<file path="config.mk">
export PLATFORM = sky130hd
export DESIGN_NAME = bullet_engine
export DESIGN_NICKNAME = d
export VERILOG_FILES = /design/src/rtl/game_pkg.sv /design/src/rtl/sprite_hit.sv /design/src/rtl/bullet_engine.sv
export SDC_FILE = /design/constraint.sdc
export NUM_CORES = 1
export LEC_CHECK = 0
export ABC_AREA = 1
export BUFFER_PORTS_ARGS = -buffer_cell sky130_fd_sc_hd__buf_2
export CAP_MARGIN = 10
export CORE_MARGIN = 2
export CORE_UTILIZATION = 57
export DETAILED_ROUTE_END_ITERATION = 6
export PLACE_DENSITY = 0.82
export SYNTH_ARGS = -nofsm -noshare
export SYNTH_HDL_FRONTEND = slang
export SYNTH_HIERARCHICAL = 1
export SYNTH_SLANG_ARGS = --single-unit
</file>
<file path="constraint.sdc">
create_clock -name clk_i -period 2.4 [get_ports clk_i]
set_clock_uncertainty 0.2 [all_clocks]
set_input_delay 0.12 -clock clk_i [delete_from_list [all_inputs] [get_ports clk_i]]
set_output_delay 0.12 -clock clk_i [all_outputs]
set_load 0.02 [all_outputs]
</file>
<file path="src/rtl/game_pkg.sv">
// Shared game-layer types: bullet direction/state encodings and
// default coordinate and colour widths used by the sprite stages.
package game_pkg;

    localparam int COORD_W_DEF    = 10;
    localparam int COLOR_BITS_DEF = 24;

    typedef enum logic [1:0] {
        DIR_UP    = 2'd0,
        DIR_RIGHT = 2'd1,
        DIR_DOWN  = 2'd2,
        DIR_LEFT  = 2'd3
    } dir_e;

    typedef enum logic [1:0] {
        ST_IDLE   = 2'd0,
        ST_ARMED  = 2'd1,
        ST_FLYING = 2'd2
    } bullet_state_e;

    function automatic int chan_w(input int color_bits);
        return color_bits / 3;
    endfunction

endpackage

</file>
<file path="src/rtl/sprite_hit.sv">
// Combinational test of whether a pixel lies inside a SIZE x SIZE
// square anchored at its top-left corner; shared by sprite layers.
module sprite_hit
    import game_pkg::*;
#(
    parameter int COORD_W = COORD_W_DEF,
    parameter int SIZE    = 4
) (
    input  logic [COORD_W-1:0] rect_x_i,
    input  logic [COORD_W-1:0] rect_y_i,
    input  logic [COORD_W-1:0] pix_x_i,
    input  logic [COORD_W-1:0] pix_y_i,
    output logic               hit_o
);

    localparam logic [COORD_W:0] SZ = SIZE[COORD_W:0];

    logic [COORD_W:0] x_end;
    logic [COORD_W:0] y_end;
    logic             in_x;
    logic             in_y;

    // One extra bit so a sprite touching the far edge cannot wrap.
    assign x_end = {1'b0, rect_x_i} + SZ;
    assign y_end = {1'b0, rect_y_i} + SZ;

    assign in_x  = (pix_x_i >= rect_x_i) && ({1'b0, pix_x_i} < x_end);
    assign in_y  = (pix_y_i >= rect_y_i) && ({1'b0, pix_y_i} < y_end);
    assign hit_o = in_x && in_y;

endmodule

</file>
<file path="src/rtl/bullet_engine.sv">
// Single player bullet: arm on fire edge, launch and step on frame
// ticks, retire at the active-area edge, paint with one-cycle latency.
module bullet_engine
    import game_pkg::*;
#(
    parameter int                      COLOR_BITS   = COLOR_BITS_DEF,
    parameter int                      COORD_W      = COORD_W_DEF,
    parameter int                      H_ACTIVE     = 640,
    parameter int                      V_ACTIVE     = 480,
    parameter int                      BULLET_SIZE  = 4,
    parameter int                      BULLET_SPEED = 4,
    parameter logic [COLOR_BITS-1:0]   BULLET_COLOR = 24'h00FFFF
) (
    input  logic                       clk_i,
    input  logic                       rst_ni,
    input  logic                       frame_tick_i,
    input  logic                       fire_i,
    input  logic [1:0]                 dir_i,
    input  logic [COORD_W-1:0]         player_x_i,
    input  logic [COORD_W-1:0]         player_y_i,
    input  logic [COORD_W-1:0]         pixel_x_i,
    input  logic [COORD_W-1:0]         pixel_y_i,
    input  logic                       display_enable_i,
    output logic [COLOR_BITS/3-1:0]    bullet_blue_o,
    output logic [COLOR_BITS/3-1:0]    bullet_green_o,
    output logic [COLOR_BITS/3-1:0]    bullet_red_o,
    output logic                       bullet_active_o
);

    localparam int CH    = COLOR_BITS / 3;
    localparam int X_LIM_I = H_ACTIVE - BULLET_SIZE;
    localparam int Y_LIM_I = V_ACTIVE - BULLET_SIZE;

    localparam logic [COORD_W:0] SPD   = BULLET_SPEED[COORD_W:0];
    localparam logic [COORD_W:0] X_LIM = X_LIM_I[COORD_W:0];
    localparam logic [COORD_W:0] Y_LIM = Y_LIM_I[COORD_W:0];

    bullet_state_e        state_q, state_d;
    dir_e                 dir_q, dir_d;
    logic [COORD_W-1:0]   bx_q, bx_d;
    logic [COORD_W-1:0]   by_q, by_d;
    logic                 fire_q;
    logic [CH-1:0]        red_q, red_d;
    logic [CH-1:0]        green_q, green_d;
    logic [CH-1:0]        blue_q, blue_d;

    logic                 fire_rise;
    logic                 exit_w;
    logic                 hit_w;
    logic [COORD_W:0]     bx_w;
    logic [COORD_W:0]     by_w;

    assign fire_rise = fire_i && !fire_q;
    assign bx_w      = {1'b0, bx_q};
    assign by_w      = {1'b0, by_q};

    always_comb begin
        exit_w = 1'b0;
        unique case (dir_q)
            DIR_UP:    exit_w = by_w < SPD;
            DIR_RIGHT: exit_w = (bx_w + SPD) > X_LIM;
            DIR_DOWN:  exit_w = (by_w + SPD) > Y_LIM;
            DIR_LEFT:  exit_w = bx_w < SPD;
            default:   exit_w = 1'b1;
        endcase
    end

    always_comb begin
        state_d = state_q;
        dir_d   = dir_q;
        bx_d    = bx_q;
        by_d    = by_q;
        unique case (state_q)
            ST_IDLE: begin
                if (fire_rise) begin
                    state_d = ST_ARMED;
                    dir_d   = dir_e'(dir_i);
                end
            end
            ST_ARMED: begin
                if (frame_tick_i) begin
                    bx_d    = player_x_i;
                    by_d    = player_y_i;
                    state_d = ST_FLYING;
                end
            end
            ST_FLYING: begin
                if (frame_tick_i) begin
                    if (exit_w) begin
                        state_d = ST_IDLE;
                    end else begin
                        unique case (dir_q)
                            DIR_UP:    by_d = by_q - SPD[COORD_W-1:0];
                            DIR_RIGHT: bx_d = bx_q + SPD[COORD_W-1:0];
                            DIR_DOWN:  by_d = by_q + SPD[COORD_W-1:0];
                            DIR_LEFT:  bx_d = bx_q - SPD[COORD_W-1:0];
                            default:   bx_d = bx_q;
                        endcase
                    end
                end
            end
            default: state_d = ST_IDLE;
        endcase
    end

    sprite_hit #(
        .COORD_W (COORD_W),
        .SIZE    (BULLET_SIZE)
    ) u_hit (
        .rect_x_i (bx_q),
        .rect_y_i (by_q),
        .pix_x_i  (pixel_x_i),
        .pix_y_i  (pixel_y_i),
        .hit_o    (hit_w)
    );

    always_comb begin
        red_d   = '0;
        green_d = '0;
        blue_d  = '0;
        if ((state_q == ST_FLYING) && display_enable_i && hit_w) begin
            red_d   = BULLET_COLOR[CH-1:0];
            green_d = BULLET_COLOR[2*CH-1:CH];
            blue_d  = BULLET_COLOR[3*CH-1:2*CH];
        end
    end

    always_ff @(posedge clk_i or negedge rst_ni) begin
        if (!rst_ni) begin
            state_q <= ST_IDLE;
            dir_q   <= DIR_UP;
            bx_q    <= '0;
            by_q    <= '0;
            fire_q  <= 1'b0;
            red_q   <= '0;
            green_q <= '0;
            blue_q  <= '0;
        end else begin
            state_q <= state_d;
            dir_q   <= dir_d;
            bx_q    <= bx_d;
            by_q    <= by_d;
            fire_q  <= fire_i;
            red_q   <= red_d;
            green_q <= green_d;
            blue_q  <= blue_d;
        end
    end

    assign bullet_red_o    = red_q;
    assign bullet_green_o  = green_q;
    assign bullet_blue_o   = blue_q;
    assign bullet_active_o = (state_q == ST_FLYING);

endmodule

</file>
### After elaboration in Yosys (flattened, before gate mapping)

Cells that the tools add are included.

* bitwise operators: 0
* add/subtract/negate cells: 6
* reduce and logical (&&, ||, !) cells: 14
* shift operators: 0
* eq/ne operators: 12
* multiply operators: 0
* $lt $le $gt $ge: 8
* mux-type cells: 17
* div/mod/pow operators: 0

Operator list (number)
* $pmux 10 s2: 4
* $mux 10: 6
* $add 10x3->11 const B: 2
* $lt 10x11->1: 2
* $add 10x3->10 const B: 2
* $ge 10x10->1: 2
* $lt 10x3->1 const B: 2
* $sub 10x3->10 const B: 2
* $gt 11x10->1 const B: 1
* $gt 11x9->1 const B: 1
* $reduce_and 5->1: 2
* $mux 2: 4
* $mux 8: 1
* $ne 2x2->1 const B: 4
* $eq 2x2->1 const B: 3
* $logic_and 1x1->1: 6
* $ne 3x1->1 const B: 2
* $pmux 2 s3: 1
* $eq 2x1->1 const B: 2
* $logic_not 2->1: 2
* $pmux 1 s4: 1
* $reduce_and 4->1: 1
* $ne 2x1->1 const B: 1
* $reduce_and 2->1: 1
* 2 further kinds: 2

* memories kept: 0
* RAM bits: 0
* flip-flop bits (word level): 33
* logic and storage cells: 63
* ROM bits: 0
* latch bits: 0

### Longest topological paths before layout

* depth in word-level cells: 6
* mapped depth: 16

### Cells and area by module

The synthesis kept the hierarchy.

Modules (own cells, without submodules)
* bullet_engine: seq. area each 650.6 µm², area an instance 2242.2 µm², instances 1, cells each 332
* sprite_hit: seq. area each 0.0 µm², area an instance 1236.2 µm², instances 1, cells each 199

### Worst setup path after synthesis

Ideal clock, no wire load.

* path kind: register to register
* start point: reg by_q[2]
* end point: reg green_q[6], in the netlist bullet_green_o[6]
* arrival time: 1.970 ns
* clock period less this slack: 2.243 ns
* path slack: 0.157 ns
* path buffers: 0
* cell stages (with the launch flop): 16
* required time: 2.127 ns
* cells stage by stage: dfrtp_1 -> ha_1 -> nand2_2 -> nor2_4 -> nand3_1 -> xor2_1 -> ha_1 -> nand2_1 -> inv_1 -> nand3_1 -> nor2_1 -> nor2_1 -> nand2_1 -> nor2_1 -> nand2_1 -> nor2_1

* longest elaborated chain between the ends: 6
* elaborated cells between the ends (all ways): 7
* classes of those cells: add/sub (1); order compare (2); mux (1); reduce/logical (3)

RTL lines
* start: declaration: line bullet_engine.sv:41 `logic [COORD_W-1:0] by_q, by_d;`
* start signal: assignment: line bullet_engine.sv:142 `by_q <= by_d;`
* $add 10x3->11: line sprite_hit.sv:25 `assign y_end = {1'b0, rect_y_i} + SZ;`
* $lt 10x11->1: line sprite_hit.sv:28 `assign in_y = (pix_y_i >= rect_y_i) && ({1'b0, pix_y_i} < y_end);`
* $logic_and 1x1->1 *: line sprite_hit.sv:28
* $logic_and 1x1->1 *: line sprite_hit.sv:29 `assign hit_o = in_x && in_y;`
* via hit_w: line bullet_engine.sv:49 `logic hit_w;`
* $logic_and 1x1->1 *: line bullet_engine.sv:121 `if ((state_q == ST_FLYING) && display_enable_i && hit_w) begin`
* $mux 8 *: line bullet_engine.sv:121
* end signal: assignment: line bullet_engine.sv:145 `green_q <= green_d;`
* end: declaration: line bullet_engine.sv:44 `logic [CH-1:0] green_q, green_d;`

The timed path passes the listed nets; every way through them passes the cells marked *.
A chain may end at the register's enable or synchronous reset.

### Worst setup path in the final report

* start point: reg by_q[3]
* end point: reg green_q[6], in the netlist bullet_green_o[6]

The elaborated chain is that of the path after synthesis.

==> impl_metrics.tcl <==
set metrics [dict create \
    status "complete, but fails checks" \
    violations "negative hold slack" \
    antenna_found_initial 0 \
    avgRoutedWirePerCell_microns 12.3 \
    cts_tree "built" \
    start_util 0.587 \
    period_needed_ns 2.34 \
    syn_to_final_growth_pct 22.6 \
    ys_warn_count 6 \
    fillers 446 \
    critPathRequiredTime_ns 2.41 \
    die_y_microns 82.1 \
    cp-end-kind "flop" \
    gr-total-overflow 0 \
    syn_area_sq_um 3480 \
    final_cell_count_no_fill 691 \
    hold_ws_ns -0.00479 \
    ir_drop_mv 0.557 \
    grt_usage 0.260 \
    cap_violations 0 \
    p_leak_nw 2.30 \
    cts_root_buf "clkbuf_8" \
    cts_sinks 26 \
    synth-seq-cells 26 \
    io_buffers 63 \
    final_layout_size_suffix_gt1_frac 0.252 \
    layout_common_cells "nand2_1, inv_1, buf_2" \
    worstMarginPinSlew_ns 0.565 \
    place_congestion 0.937 \
    num_vias 3666 \
    path_max_fanout 3 \
    drt_wl_total_microns 8530 \
    path_clk_slew_ns 0.10 \
    worstHoldPathType "in2reg" \
    drt_iter0_markers 149 \
    die_w_microns 82.1 \
    layout_commonest_cell "nand2_1" \
    slew_headroom 0.623 \
    slew_violations 0 \
    setup_violations 0 \
    ys_seq_area_frac 0.187 \
    clock_latency_ns 0.28 \
    coreArea_sq_um 5920 \
    worst_setup_path_start_kind "flop" \
    worstPathArrival_ns 2.36 \
    grt_pass1_wl_microns 14000 \
    setup_ws_ns 0.0556 \
    ant_nets 0 \
    hold_viol 1 \
    dr.pass1.iters 5 \
    dp_hpwl_microns 6690 \
    place_inst 665 \
    cts_buffers 3 \
    crit_type "reg2reg" \
    dieArea_sq_um 6740 \
    finalCritPeriodShare 0.977 \
    dp_slack_ns 0.0137 \
    grt_pass1_vias 3295 \
    rows 28 \
    synth_cell_types 40 \
    powerDensity_nw_per_um2 1060 \
    finalSetupTns_ns 0 \
    ioPinCount 72 \
    syn_avg_cell_area_sq_um 6.55 \
    htreeDepth 1 \
    cts_buffer_depth 2 \
    num-nets-final 708 \
    drc_errors 0 \
    grt_max_degree 27 \
    p_total_mw 4.51 \
    vias_per_cell 5.31 \
    max_freq_mhz 427 \
    insertedDiodeCount 0 \
    syn_inst 531 \
    grt_setup_unrepaired "true" \
]
[per-layer routing]
metal,track usage,routed length [microns],vias to the layer above
met5,0,0,-
met4,0.0567,160,0
met3,0.0120,521,17
met2,0.477,4100,147
met1,0.336,3750,1647
li1,-,-,1855
[critical path, cell delays in order (launching register included)]
cell	delay [ns]
dfrtp_1	0.40
ha_2	0.22
nand2_2	0.07
nor2_4	0.15
nand3_2	0.10
xor2_2	0.17
ha_1	0.32
nand2_1	0.08
inv_2	0.04
nand3_2	0.04
nor2_1	0.04
nor2_1	0.11
nand2_1	0.08
nor2_1	0.12
nand2_1	0.06
nor2_1	0.08
[cells in the mapped netlist]
master    number  area share
a21boi_0       1      0.0022
a21o_1         3      0.0065
a21oi_1       20       0.029
a22o_1         2      0.0050
a31oi_1        6       0.011
and2_1         1      0.0018
buf_2          2      0.0029
buf_4         23       0.050
buf_6          1      0.0032
clkbuf_1       4      0.0043
clkinv_1       1      0.0011
conb_1         1      0.0011
dfrtp_1       26        0.19
ha_1          44        0.16
inv_1         72       0.078
inv_2          1      0.0011
inv_4          1      0.0018
mux2_2         5       0.016
nand2_1      142        0.15
nand2_2        8       0.014
nand2_4        2      0.0065
nand3_1       44       0.063
nand3_2        2      0.0058
nand3_4        1      0.0050
nand3b_1       1      0.0022
nand4_1        8       0.014
nor2_1        48       0.052
nor2_2         1      0.0018
nor2_4         4       0.013
nor3_1         4      0.0058
nor3b_1        1      0.0022
o21ai_0       26       0.037
o21ai_1        3      0.0043
o22ai_1        1      0.0018
o31ai_1        2      0.0043
o31ai_4        2       0.012
or2_0          1      0.0018
or2_2          1      0.0018
xnor2_1        3      0.0076
xor2_1        12       0.030
[where the power goes]
part           internal, mW  leakage (nW)  switching [mW]
sequential            0.631         0.318           0.347
clock                 0.224        0.0357           0.153
combinational          1.30          1.95            1.85
[final cells by class]
type                       instances  area (sq um)  area share
multi-input combinational        407          2480       0.582
timing repair buffer             104           673       0.158
sequential                        26           656       0.154
inverter                          75           289      0.0678
tap                               75          93.8      0.0220
clock buffer                       3          41.3     0.00968
clock inverter                     1          30.0     0.00704
[repair_timing]
action / in CTS / in global routing
gates cloned: 0 / 0
gates resized for setup: 0 / 44
endpoints found under the hold margin: 40 / 0
hold buffers: 14 / 0
buffers inserted: 4 / 4
endpoints found under the setup margin: 1 / 17
pin swaps: 0 / 26
[cells by family (layout without fill, tap and decap cells)]
| logic type | count (synthesis) | in the layout | share of synthesized area |
|---|---|---|---|
| adders and majority gates | 44 | 44 | 0.158 |
| DFF | 26 | 26 | 0.187 |
| and+or+nand+nor | 269 | 269 | 0.345 |
| muxes | 5 | 5 | 0.0162 |
| AOI/OAI and AO/OA | 66 | 66 | 0.113 |
| other | 1 | 8 | 0.00108 |
| buffers and inverters | 105 | 183 | 0.142 |
| xor gates and xnor gates | 15 | 15 | 0.0378 |
[through the flow]
step	cell area, sq um	util
after detailed placement	3850	0.650
after global placement	3850	0.650
after floorplan	3500	-
after global routing	4270	0.720
final	4270	0.720
after CTS	4090	0.691
[worst paths after layout]
check,startpoint,endpoint,slack (ns),cells after the start
min reg2reg,bx_q[0],bx_q[0],0.35,1
max in group asynchronous,rst_ni,by_q[4],1.41,2
max reg2reg,by_q[3],bullet_green_o[6],0.06,15
max,by_q[3],bullet_green_o[6],0.06,15
min in group asynchronous,rst_ni,bx_q[0],0.18,2
min,player_x_i[2],bx_q[2],-0.005,5
[sequential cells by signal, indices dropped and copies added, names as in the netlist]
| name | cells |
|---|---|
| bullet_green_o | 1 |
| dir_q | 2 |
| by_q | 10 |
| fire_q | 1 |
| state_q | 2 |
| bx_q | 10 |
Note: power is estimated with default switching activity, not from simulation.
